<file path="config.mk">
export PLATFORM = sky130hd
export DESIGN_NAME = pc_gen
export DESIGN_NICKNAME = d
export VERILOG_FILES = /design/src/rtl/pc_gen_pkg.sv /design/src/rtl/pc_gen_ras_stack.sv /design/src/rtl/pc_gen.sv
export SDC_FILE = /design/constraint.sdc
export NUM_CORES = 1
export LEC_CHECK = 0
export ABC_AREA = 1
export BUFFER_PORTS_ARGS = -buffer_cell sky130_fd_sc_hd__clkbuf_2
export CORE_MARGIN = 2
export CORE_UTILIZATION = 35
export DETAILED_ROUTE_END_ITERATION = 6
export GPL_TIMING_DRIVEN = 0
export PLACE_DENSITY_LB_ADDON = 0.1
export SLEW_MARGIN = 15
export SYNTH_ARGS = -nofsm -noshare
export SYNTH_HDL_FRONTEND = slang
export SYNTH_HIERARCHICAL = 1
export SYNTH_SLANG_ARGS = --single-unit
</file>
<file path="constraint.sdc">
create_clock -name clk -period 5 [get_ports clk]
set_input_delay 1 -clock clk [delete_from_list [all_inputs] [get_ports clk]]
set_output_delay 1 -clock clk [all_outputs]
set_load 0.005 [all_outputs]
</file>
<file path="src/rtl/pc_gen_pkg.sv">
// Shared control encodings for the fetch-side next-PC logic.
package pc_gen_pkg;

  localparam int unsigned NPC_OP_W = 4;

  localparam logic [NPC_OP_W-1:0] NPC_PLUS4  = 4'd0;
  localparam logic [NPC_OP_W-1:0] NPC_BRANCH = 4'd1;
  localparam logic [NPC_OP_W-1:0] NPC_JUMP   = 4'd2;
  localparam logic [NPC_OP_W-1:0] NPC_JR     = 4'd3;
  localparam logic [NPC_OP_W-1:0] NPC_JAL    = 4'd4;
  localparam logic [NPC_OP_W-1:0] NPC_RET    = 4'd5;

endpackage

</file>
<file path="src/rtl/pc_gen_ras_stack.sv">
// Circular return-address stack: pushes past capacity overwrite the oldest entry.
module ras_stack #(
  parameter int unsigned PC_W      = 32,
  parameter int unsigned RAS_DEPTH = 4
) (
  input  logic            clk,
  input  logic            rstn,
  input  logic            push,
  input  logic            pop,
  input  logic            flush,
  input  logic [PC_W-1:0] push_data,
  output logic [PC_W-1:0] top,
  output logic            empty,
  output logic            full
);

  localparam int unsigned PW = $clog2(RAS_DEPTH);
  localparam int unsigned CW = PW + 1;

  logic [PC_W-1:0] mem [RAS_DEPTH];
  logic [PW-1:0]   ptr_q, ptr_d;
  logic [CW-1:0]   count_q, count_d;

  assign empty = (count_q == '0);
  assign full  = (count_q == CW'(RAS_DEPTH));
  assign top   = empty ? '0 : mem[ptr_q];

  always_comb begin
    ptr_d   = ptr_q;
    count_d = count_q;
    if (flush) begin
      count_d = '0;
    end else if (push) begin
      // When full the pointer advances onto the oldest slot, so count saturates.
      ptr_d = ptr_q + PW'(1);
      if (!full) count_d = count_q + CW'(1);
    end else if (pop && !empty) begin
      ptr_d   = ptr_q - PW'(1);
      count_d = count_q - CW'(1);
    end
  end

  always_ff @(posedge clk or negedge rstn) begin
    if (!rstn) begin
      ptr_q   <= '0;
      count_q <= '0;
    end else begin
      ptr_q   <= ptr_d;
      count_q <= count_d;
    end
  end

  // Entry contents need no reset; occupancy alone decides validity.
  always_ff @(posedge clk) begin
    if (push && !flush) mem[ptr_q + PW'(1)] <= push_data;
  end

endmodule

</file>
<file path="src/rtl/pc_gen.sv">
// Next-PC generator with a return-address stack for JAL/RET prediction checks.
module pc_gen
  import pc_gen_pkg::*;
#(
  parameter int unsigned     PC_W      = 32,
  parameter logic [PC_W-1:0] RESET_PC  = 32'h0000_3000,
  parameter int unsigned     RAS_DEPTH = 4
) (
  input  logic                clk,
  input  logic                rstn,
  input  logic                stall,
  input  logic                flush,
  input  logic [NPC_OP_W-1:0] npc_op,
  input  logic                br_taken,
  input  logic [25:0]         imm,
  input  logic [PC_W-1:0]     rd,
  output logic [PC_W-1:0]     pc,
  output logic [PC_W-1:0]     npc,
  output logic [PC_W-1:0]     ras_top,
  output logic                ras_empty,
  output logic                ras_full,
  output logic                ret_mismatch,
  output logic                ras_underflow
);

  logic [PC_W-1:0] pc_q;
  logic [PC_W-1:0] pcplus4;
  logic [PC_W-1:0] br_offset;
  logic            jal_go, ret_go;
  logic            mismatch_q, underflow_q;

  assign pcplus4   = pc_q + PC_W'(4);
  assign br_offset = {{(PC_W-18){imm[15]}}, imm[15:0], 2'b00};

  always_comb begin
    npc = pcplus4;
    case (npc_op)
      NPC_PLUS4:          npc = pcplus4;
      NPC_BRANCH:         npc = br_taken ? (pcplus4 + br_offset) : pcplus4;
      NPC_JUMP, NPC_JAL:  npc = {pcplus4[PC_W-1:28], imm, 2'b00};
      NPC_JR, NPC_RET:    npc = rd;
      default:            npc = pcplus4;
    endcase
  end

  assign jal_go = (npc_op == NPC_JAL) && !stall;
  assign ret_go = (npc_op == NPC_RET) && !stall;

  ras_stack #(
    .PC_W      (PC_W),
    .RAS_DEPTH (RAS_DEPTH)
  ) u_ras (
    .clk       (clk),
    .rstn      (rstn),
    .push      (jal_go),
    .pop       (ret_go),
    .flush     (flush),
    .push_data (pcplus4),
    .top       (ras_top),
    .empty     (ras_empty),
    .full      (ras_full)
  );

  always_ff @(posedge clk or negedge rstn) begin
    if (!rstn) begin
      pc_q <= RESET_PC;
    end else if (!stall) begin
      pc_q <= npc;
    end
  end

  // Pulses are recomputed every edge, so a stalled RET leaves them low.
  always_ff @(posedge clk or negedge rstn) begin
    if (!rstn) begin
      mismatch_q  <= 1'b0;
      underflow_q <= 1'b0;
    end else begin
      mismatch_q  <= ret_go && !ras_empty && (rd != ras_top);
      underflow_q <= ret_go && ras_empty;
    end
  end

  assign pc            = pc_q;
  assign ret_mismatch  = mismatch_q;
  assign ras_underflow = underflow_q;

endmodule
</file>
==> impl_metrics.json, run 1 <==
{
  "setup_viol": 0,
  "finalHoldViolations": 0,
  "slew_violations": 0,
  "grt_pass1_wl_um": 60200,
  "dp_hpwl_um": 32600,
  "wl_per_cell_um": 20.0,
  "p_leak_nw": 6.30,
  "routed-wl-met2_um": 20000,
  "netlist.top_cell.by_area": "edfxtp_1",
  "ir_drop_v": 0.000269,
  "synth.cell_area_um2": 11300,
  "cts_tree": "done",
  "postRouteAntennaNets": 0,
  "ys_warn_count": 6,
  "top_layer": "met4",
  "rsz0062_at_grt": "yes",
  "yosys.area_share.simple_pct": 30.1,
  "path_max_fanout": 5,
  "cts_sinks": 167,
  "cp-startpoint": "pc[3]$_DFFE_PN0N_",
  "die_y_um": 184,
  "grt_max_degree": 40,
  "clock_latency_ns": 0.44,
  "ios": 167,
  "multi_input_area_um2": 5750,
  "rows": 65,
  "fin_skew_ns": 0.0175,
  "maxSlewHeadroom_pct": 46.4,
  "met3_wirelength_um": 2180,
  "grt.total_usage_pct": 24.6,
  "start_util_pct": 35.7,
  "syn_avg_cell_area_um2": 7.77,
  "synth_top_area_share_pct": 34.1,
  "ys_seq_area_share_pct": 42.7,
  "clock_power_share_pct": 22.9,
  "grt_pass1_vias": 9928,
  "synth.area.mux_share_pct": 0,
  "comb_power_share_pct": 45.5,
  "r2r_start": "pc[3]$_DFFE_PN0N_",
  "drt-met1-wl_um": 17700,
  "regArea_um2": 4830,
  "ys_types": 49,
  "clk_pin_slew_ns": 0.07,
  "outcome": "finished, final reports clean",
  "die-area_um2": 33700,
  "synthFlopType": "edfxtp_1",
  "io_buffers": 165,
  "areaGrowthSynthToFinish_pct": 19.8,
  "drc_errors": 0,
  "core-area_um2": 31600,
  "first_pass_iters": 5,
  "syn_nets": 1560,
  "gp_congestion": 0.986,
  "p_sw_share_pct": 42.7,
  "endpoint_kind": "primary output",
  "viasPerCell": 5.02,
  "finalNetCount": 1754,
  "drive_above_1_share_pct": 21.6,
  "synth_cells": 1453,
  "hp-class": "reg -> reg",
  "seqPwrFrac_pct": 31.6,
  "period_minus_slack_ns": 4.77,
  "crit_type": "reg -> out",
  "startpoint_type": "flop",
  "hp-start": "u_ras/count_q[1]$_DFFE_PN0P_",
  "internal_power_mw": 3.22,
  "timing.final.crit_share_pct": 95.3,
  "ys_ff_latch": 167,
  "p_per_area_nw_per_um2": 416,
  "tightestPinTransition_ns": 0.801,
  "synthAdderAreaFrac_pct": 4.57,
  "antenna_found_initial": 1,
  "ys_top_cells_by_area": "edfxtp_1 (34%), nand2_1 (14%), dfrtp_1 (8.2%)",
  "max_clock_freq_mhz": 210,
  "arrival_ns": 3.77,
  "cts_root_buf": "clkbuf_16",
  "fin_cells": 2063,
  "clock_path_buffers": 2,
  "h-tree-depth": 4,
  "grt_overflow": 0,
  "vias": 10400,
  "whs_ns": 0.505,
  "synth_top_family_by_area": "simple AND/OR/NAND/NOR gates",
  "first_iter_violations": 707,
  "synth_xor_area_share_pct": 4.81,
  "drv_cap": 0,
  "dp_cells": 2024,
  "synth-edff-count": 128,
  "die_x_um": 184,
  "required_ns": 4.00,
  "switching_power_mw": 2.40,
  "fillers": 3308,
  "synthArstFlopShare_pct": 23.4,
  "synth_compound_area_share_pct": 9.73,
  "wl_um": 41300,
  "cts_made_buffers": 17
}
[Yosys cell counts, types with 9 or more instances]
library cell / count
a21oi_1: 62
a22o_1: 11
buf_2: 19
buf_6: 9
dfrtp_1: 37
edfxtp_1: 128
ha_1: 38
inv_1: 157
inv_2: 9
nand2_1: 417
nand2_2: 12
nand3_1: 66
nand3b_1: 9
nand4_1: 17
nor2_1: 207
o2111ai_1: 9
o21ai_0: 53
o21ai_1: 37
xnor2_1: 28
xor2_1: 34
[cell families (layout without fill, tap and decap cells)]
kind of cell / after synthesis / in the layout
AO/OA/AOI/OAI: 192 / 192
XOR/XNOR: 62 / 62
adder cells (fa/ha/maj): 40 / 40
buffers and inverters: 211 / 418
flip-flops: 167 / 167
other: 0 / 1
AND/OR/NAND/NOR: 781 / 781
[cell type report]
| type | count | share of cell area [%] |
|---|---|---|
| Clock inverter | 12 | 0.740 |
| Antenna cell | 1 | 0.0185 |
| Buffer | 43 | 2.05 |
| Inverter | 168 | 4.69 |
| Timing Repair Buffer | 175 | 7.11 |
| Clock buffer | 20 | 3.39 |
| Tap cell | 402 | 3.72 |
| Sequential cell | 167 | 35.7 |
| Multi-Input combinational cell | 1075 | 42.5 |
[sequential cells by signal, summed over array words and instances, names as in the netlist]
register       count
u_ras/mem        128
u_ras/count_q      3
pc                32
ras_underflow      1
ret_mismatch       1
u_ras/ptr_q        2
[worst paths after layout]
kind                                                      to  slack [ns]  depth (start not counted)
worst min-delay path            u_ras/count_q[1]$_DFFE_PN0P_        0.50                          2
min in group asynchronous       u_ras/count_q[0]$_DFFE_PN0P_        0.64                          1
worst max register to register            pc[21]$_DFFE_PN0N_        1.57                         19
worst min register to register  u_ras/count_q[1]$_DFFE_PN0P_        0.50                          2
worst max-delay path                                 npc[21]        0.23                         18
max in group asynchronous                  pc[2]$_DFFE_PN0N_        3.82                          1
[cell usage in the layout (no fill, tap or decap), types with 6 or more instances in the layout]
cell type / netlist / layout
o21ai_1: 37 / 37
nand3b_1: 9 / 9
nor2_4: 8 / 13
nor2_2: 7 / 13
clkbuf_16: 0 / 18
ha_1: 38 / 33
inv_2: 9 / 19
nand3_1: 66 / 64
buf_2: 19 / 19
buf_4: 6 / 12
dfrtp_2: 0 / 7
clkbuf_1: 7 / 9
nand3_2: 6 / 8
nand4_1: 17 / 17
edfxtp_1: 128 / 128
inv_1: 157 / 147
xor2_1: 34 / 30
nand2_2: 12 / 12
o21ai_0: 53 / 53
or2_2: 6 / 6
clkbuf_2: 2 / 166
buf_6: 9 / 9
o2111ai_1: 9 / 9
inv_6: 0 / 6
a22o_1: 11 / 11
nand2_1: 417 / 417
nor2_1: 207 / 196
xnor2_1: 28 / 25
a21oi_1: 62 / 61
dfrtp_1: 37 / 30
[critical path: stages, from the launching register on]
cell	delay, ns
dfrtp_2	0.42
ha_4	0.18
nand2_2	0.11
nor2_1	0.16
nand2_2	0.16
nor3_4	0.19
xor2_2	0.19
inv_2	0.12
ha_1	0.36
nand2_1	0.14
nor2_2	0.23
nand3_1	0.11
nand3b_1	0.25
nand2_1	0.12
nand3_1	0.09
nand3_1	0.11
nand2_1	0.09
nand3b_1	0.15
clkbuf_2	0.16
[timing repair]
action | CTS | global route
pin swaps | 0 | 2
setup endpoints to repair | 20 | 17
hold buffers | 0 | 0
gates resized for setup | 8 | 39
setup buffers | 1 | 5
[through the flow]
step                      setup WS [ns]  utilization [%]  setup TNS [ns]  cell area (µm²)  power (mW)
after floorplan                    1.29                -               0            11300        3.32
after global placement           -0.241             39.9          -22.38            12600        4.27
after detailed placement          0.155             40.3               0            12700        4.29
after CTS                        0.0240             42.1               0            13300        5.59
after global routing           -0.00339             42.7        -0.00655            13500        5.99
final                             0.233             42.7               0            13500        5.62
[routing by layer]
layer  vias to the layer above  global-route usage (%)
li1                       5123                       -
met1                      4877                    31.9
met2                       305                    41.9
met3                        57                    3.25
met4                         0                    9.12
met5                         -                       0
[power groups by stage]
stage,clock network (mW),registers [mW],logic [mW]
6_report,1.29,1.77,2.56
5_1_grt,1.36,1.79,2.85
4_1_cts,1.31,1.77,2.52
3_5_place_dp,0,1.80,2.49
3_3_place_gp,0,1.80,2.47
2_1_floorplan,0,1.75,1.56
No activity file was read; power rests on OpenSTA's default activity.
==> run 2, diff against run 1 <==
--- a/config.mk
+++ b/config.mk
@@ -7,6 +7,7 @@
 export LEC_CHECK = 0
 export ABC_AREA = 1
 export BUFFER_PORTS_ARGS = -buffer_cell sky130_fd_sc_hd__clkbuf_2
+export CAP_MARGIN = 20
 export CORE_MARGIN = 2
 export CORE_UTILIZATION = 35
 export DETAILED_ROUTE_END_ITERATION = 6
==> constraint.sdc (replaced) <==
create_clock -name clk -period 4.58 [get_ports clk]
set_input_delay 0.916 -clock clk [delete_from_list [all_inputs] [get_ports clk]]
set_output_delay 0.916 -clock clk [all_outputs]
set_load 0.005 [all_outputs]
==> impl_metrics.json, run 2 (synthesized netlist as in run 1, its figures left out) <==
{
  "clk_pin_slew_ns": 0.07,
  "clock_path_buffers": 2,
  "start_util_pct": 35.7,
  "setup_tns_ns": 0,
  "io_buffers": 165,
  "fin_cells": 2090,
  "setup_viol": 0,
  "r2r_end": "pc[31]$_DFFE_PN0N_",
  "first_iter_violations": 752,
  "timing.final.crit_share_pct": 98.1,
  "ir_drop_v": 0.000293,
  "dp_hpwl_um": 32600,
  "fin_skew_ns": 0.0157,
  "finalNetCount": 1781,
  "hp-class": "reg -> reg",
  "cp-startpoint": "pc[3]$_DFFE_PN0N_",
  "ios": 167,
  "areaGrowthSynthToFinish_pct": 26.4,
  "placed_area_um2": 12700,
  "die_x_um": 184,
  "postLayoutCellArea_um2": 14300,
  "cts_root_buf": "clkbuf_16",
  "crit_path_end": "npc[21]",
  "arrival_ns": 3.58,
  "grt_pass1_wl_um": 60700,
  "grt_pass1_vias": 10000,
  "largest_reg_flops": 128,
  "reg2reg_depth": 22,
  "first_pass_iters": 5,
  "die_y_um": 184,
  "gp_congestion": 0.986,
  "required_ns": 3.66,
  "postRouteAntennaNets": 0,
  "clock_latency_ns": 0.44,
  "grt.total_usage_pct": 24.8,
  "crit_type": "reg -> out",
  "max_clock_freq_mhz": 222,
  "top_register": "u_ras/mem",
  "die-area_um2": 33700,
  "tightestPinTransition_ns": 0.842,
  "cts_made_buffers": 17,
  "dp_cells": 2024,
  "drive_above_1_share_pct": 28.3,
  "drv_cap": 0,
  "finalHoldViolations": 0,
  "cts_tree": "done",
  "grt_max_degree": 40,
  "h-tree-depth": 4,
  "maxSlewHeadroom_pct": 43.9,
  "rows": 65,
  "startpoint_type": "flop",
  "viasPerCell": 5.05,
  "rsz0062_at_grt": "yes",
  "p_per_area_nw_per_um2": 446,
  "final_cell_mix": "nand2_1 (390), nor2_1 (177), clkbuf_2 (165)",
  "grt_overflow": 0,
  "fillers": 3248,
  "path_max_fanout": 6,
  "vias": 10600,
  "wl_per_cell_um": 20.0,
  "period_minus_slack_ns": 4.49,
  "r2r_start": "pc[13]$_DFFE_PN1N_",
  "slew_violations": 0,
  "antenna_found_initial": 1,
  "endpoint_kind": "primary output",
  "final_common_cell": "nand2_1",
  "core-area_um2": 31600,
  "wl_um": 41800,
  "outcome": "finished, final reports clean",
  "drc_errors": 0,
  "cts_sinks": 167,
  "p_leak_nw": 6.50,
  "reg2reg_slack_ns": 1.34,
  "finalPower_mw": 6.36
}
run 2: worst max-delay path: stages (launching register included):
cell and delay, ns:
dfrtp_2 0.43, ha_4 0.19, nand2_2 0.16, inv_1 0.09, nor2_2 0.29, ha_1 0.37
or2_2 0.31, and2_1 0.20, nand3_1 0.08, nand3b_1 0.24, nand2_1 0.16, nand2_1 0.06
nand2_1 0.06, nand3_1 0.10, nand2_1 0.09, nand3b_1 0.16, clkbuf_2 0.16
run 2: routing by layer:
layer | part of all wire [%] | global-route usage (%)
met4 | 3.6 | 10.4
met3 | 4.6 | 2.71
met1 | 43 | 32.1
met5 | 0 | 0
met2 | 49 | 42.2
run 2: report_power, final:
group          internal (mW)  total, mW  switching [mW]
Clock                  0.746       1.41           0.659
Sequential              1.79       1.95           0.157
Combinational           1.12       3.01            1.89
run 2: area by class of cell:
| type | count | area, µm² | share of cell area [%] |
|---|---|---|---|
| Buffer | 43 | 278 | 1.95 |
| Clock inverter | 12 | 100 | 0.702 |
| Antenna cell | 1 | 2.50 | 0.0175 |
| Multi-Input combinational cell | 1075 | 6270 | 43.9 |
| Inverter | 168 | 646 | 4.52 |
| Tap cell | 402 | 503 | 3.53 |
| Clock buffer | 20 | 458 | 3.21 |
| Timing Repair Buffer | 202 | 1170 | 8.20 |
| Sequential cell | 167 | 4840 | 33.9 |
run 2: per-stage QoR:
stage | worst slack (ns) | util, % | hold slack, ns
after detailed placement | -0.181 | 40.3 | 0.489
after floorplan | 0.954 | - | 0.463
after global routing | -0.0730 | 45.1 | 0.531
after global placement | -0.577 | 39.9 | 0.489
after CTS | 0.000456 | 43.1 | 0.507
final | 0.0856 | 45.1 | 0.506
run 2: worst min path at each step:
stage | start | to | slack (ns) | cells after the start
3_3_place_gp | pc[13]$_DFFE_PN1N_ | pc[13]$_DFFE_PN1N_ | 0.49 | 2
2_1_floorplan | pc[13]$_DFFE_PN1N_ | pc[13]$_DFFE_PN1N_ | 0.46 | 2
6_report | u_ras/count_q[1]$_DFFE_PN0P_ | u_ras/count_q[1]$_DFFE_PN0P_ | 0.51 | 2
5_1_grt | u_ras/count_q[1]$_DFFE_PN0P_ | u_ras/count_q[1]$_DFFE_PN0P_ | 0.53 | 2
4_1_cts | pc[13]$_DFFE_PN1N_ | pc[13]$_DFFE_PN1N_ | 0.51 | 2
3_5_place_dp | u_ras/count_q[1]$_DFFE_PN0P_ | u_ras/count_q[1]$_DFFE_PN0P_ | 0.49 | 2
run 2: timing repair:
action,4_1_cts,5_1_grt
buffers inserted,12,21
pin swaps,4,40
gates resized for setup,57,112
hold endpoints to repair,0,0
endpoints found under the setup margin,23,18
hold buffers,0,0
==> run 3, diff against run 2 <==
--- a/config.mk
+++ b/config.mk
@@ -9,7 +9,7 @@
 export BUFFER_PORTS_ARGS = -buffer_cell sky130_fd_sc_hd__clkbuf_2
 export CAP_MARGIN = 20
 export CORE_MARGIN = 2
-export CORE_UTILIZATION = 35
+export CORE_UTILIZATION = 30
 export DETAILED_ROUTE_END_ITERATION = 6
 export GPL_TIMING_DRIVEN = 0
 export PLACE_DENSITY_LB_ADDON = 0.1
==> impl_metrics.json, run 3 (synthesized netlist as in run 1, its figures left out) <==
{
  "first_iter_violations": 752,
  "p_per_area_nw_per_um2": 451,
  "finalPower_mw": 6.49,
  "start_util_pct": 30.2,
  "antenna_found_initial": 1,
  "ir_drop_v": 0.000272,
  "reg2reg_depth": 21,
  "postLayoutCellArea_um2": 14400,
  "place_ws_ns": -0.441,
  "grt_overflow": 0,
  "die_x_um": 198,
  "clk_pin_slew_ns": 0.08,
  "first_pass_iters": 7,
  "largest_reg_flops": 128,
  "final_cell_mix": "nand2_1 (402), nor2_1 (183), clkbuf_2 (166)",
  "viasPerCell": 4.89,
  "outcome": "finished, violations left",
  "finalHoldViolations": 0,
  "whs_ns": 0.481,
  "path_max_fanout": 5,
  "period_minus_slack_ns": 4.45,
  "wl_per_cell_um": 20.6,
  "placed_area_um2": 12800,
  "clock_power_share_pct": 23.1,
  "p_sw_share_pct": 43.2,
  "grt_max_degree": 40,
  "p_leak_nw": 6.59,
  "postRouteAntennaNets": 0,
  "reg2reg_slack_ns": 1.31,
  "cts_root_buf": "clkbuf_16",
  "cts_tree": "done",
  "violations": "design-rule violations",
  "final_common_cell": "nand2_1",
  "required_ns": 3.66,
  "grt.total_usage_pct": 22.9,
  "timing.final.crit_share_pct": 97.1,
  "vias": 10600,
  "h-tree-depth": 4,
  "rows": 71,
  "setup_slack_ns": 0.132,
  "ios": 167,
  "crit_type": "reg -> out",
  "hp-class": "reg -> reg",
  "hold_depth": 2,
  "areaGrowthSynthToFinish_pct": 27.4,
  "setup_tns_ns": 0,
  "finalNetCount": 1793,
  "startpoint_type": "flop",
  "top_register": "u_ras/mem",
  "die_y_um": 198,
  "setup_viol": 0,
  "gp_congestion": 0.921,
  "switching_power_mw": 2.80,
  "maxSlewHeadroom_pct": 42.8,
  "grt_pass1_vias": 10200,
  "endpoint_kind": "primary output",
  "rsz0062_at_grt": "yes",
  "comb_power_share_pct": 47.1,
  "max_clock_freq_mhz": 225,
  "die-area_um2": 39200,
  "slew_violations": 0,
  "arrival_ns": 3.53,
  "io_buffers": 165,
  "clock_latency_ns": 0.46,
  "drc_errors": 4,
  "internal_power_mw": 3.69,
  "clock_path_buffers": 2,
  "fin_skew_ns": 0.0150,
  "dp_hpwl_um": 34800,
  "wl_um": 44700,
  "grt_pass1_wl_um": 64800,
  "core-area_um2": 37300,
  "drive_above_1_share_pct": 27.3,
  "cts_made_buffers": 17,
  "tightestPinTransition_ns": 0.858,
  "drv_cap": 0,
  "cts_sinks": 167,
  "seqPwrFrac_pct": 29.8
}
==> run 3: cell count changes in the layout (fill, tap and decap cells not counted), moves of 3 or more <==
cell / delta
nor2_2: -4
buf_4: +12
nand3_1: +5
nand3_2: -4
inv_8: +3
nor2_1: +6
nand2_2: -14
nand2_1: +12
inv_4: -4
a21oi_1: +3
ha_1: +3
==> run 3: area by class of cell <==
cell class,instances,area [µm²]
multi-input combinational,1075,6170
inverter,168,642
fill,3904,22900
clock buffer,18,429
timing repair buffer,214,1270
antenna,1,2.50
sequential,167,4840
clock inverter,14,154
buffer,43,278
tap,474,593
==> run 3: path summary, 6_finish.rpt <==
check	from	endpoint
max	pc[12]$_DFFE_PN1N_	npc[25]
min	pc[13]$_DFFE_PN1N_	pc[13]$_DFFE_PN1N_
max reg2reg	pc[3]$_DFFE_PN0N_	pc[21]$_DFFE_PN0N_
min reg2reg	pc[13]$_DFFE_PN1N_	pc[13]$_DFFE_PN1N_
max in group asynchronous	rstn	pc[22]$_DFFE_PN0N_
min in group asynchronous	rstn	pc[1]$_DFFE_PN0N_
==> run 3: timing repair <==
action | in CTS | in global routing
gates resized for setup | 69 | 69
pin swaps | 8 | 24
setup buffers | 8 | 37
setup endpoints to repair | 23 | 21
hold buffers | 0 | 0
==> run 3: worst max-delay path, cell delays in order (launching register included) <==
cell      delay, ns
dfstp_2        0.57
nand2_2        0.13
nor3_4         0.24
nand2_2        0.10
nor2_1         0.12
nand2_2        0.10
xor2_2         0.22
inv_2          0.08
ha_4           0.30
nand2_1        0.13
nor2_2         0.20
nand2_1        0.10
nor2_1         0.11
nand2_1        0.09
nand4_1        0.11
nand3_1        0.12
nand2_1        0.10
nand3b_1       0.11
clkbuf_2       0.14
==> run 3: per-stage QoR <==
step                      std cells  util, %
after floorplan                1453        -
after global placement         2092     34.1
after detailed placement       2096     34.4
after CTS                      2136     37.0
after global routing           2174     38.5
final                          2174     38.5
==> run 3: power by group through the flow <==
stage | Clock (mW) | Sequential [mW] | Combinational [mW]
2_1_floorplan | 0 | 1.92 | 1.71
3_3_place_gp | 0 | 1.97 | 2.73
3_5_place_dp | 0 | 1.98 | 2.75
4_1_cts | 1.52 | 1.94 | 2.88
5_1_grt | 1.59 | 1.95 | 3.38
6_report | 1.50 | 1.94 | 3.05
==> run 3: per-layer routing <==
layer  wire length (µm)  up-vias  share of wire [%]  global-route usage (%)
met4                930        0                2.1                    6.79
met5                  0        -                  0                       0
met2              22300      250                 50                    40.1
met3               1700       43                3.8                    2.16
met1              19700     5133                 44                    29.8
li1                   -     5205                  -                       -
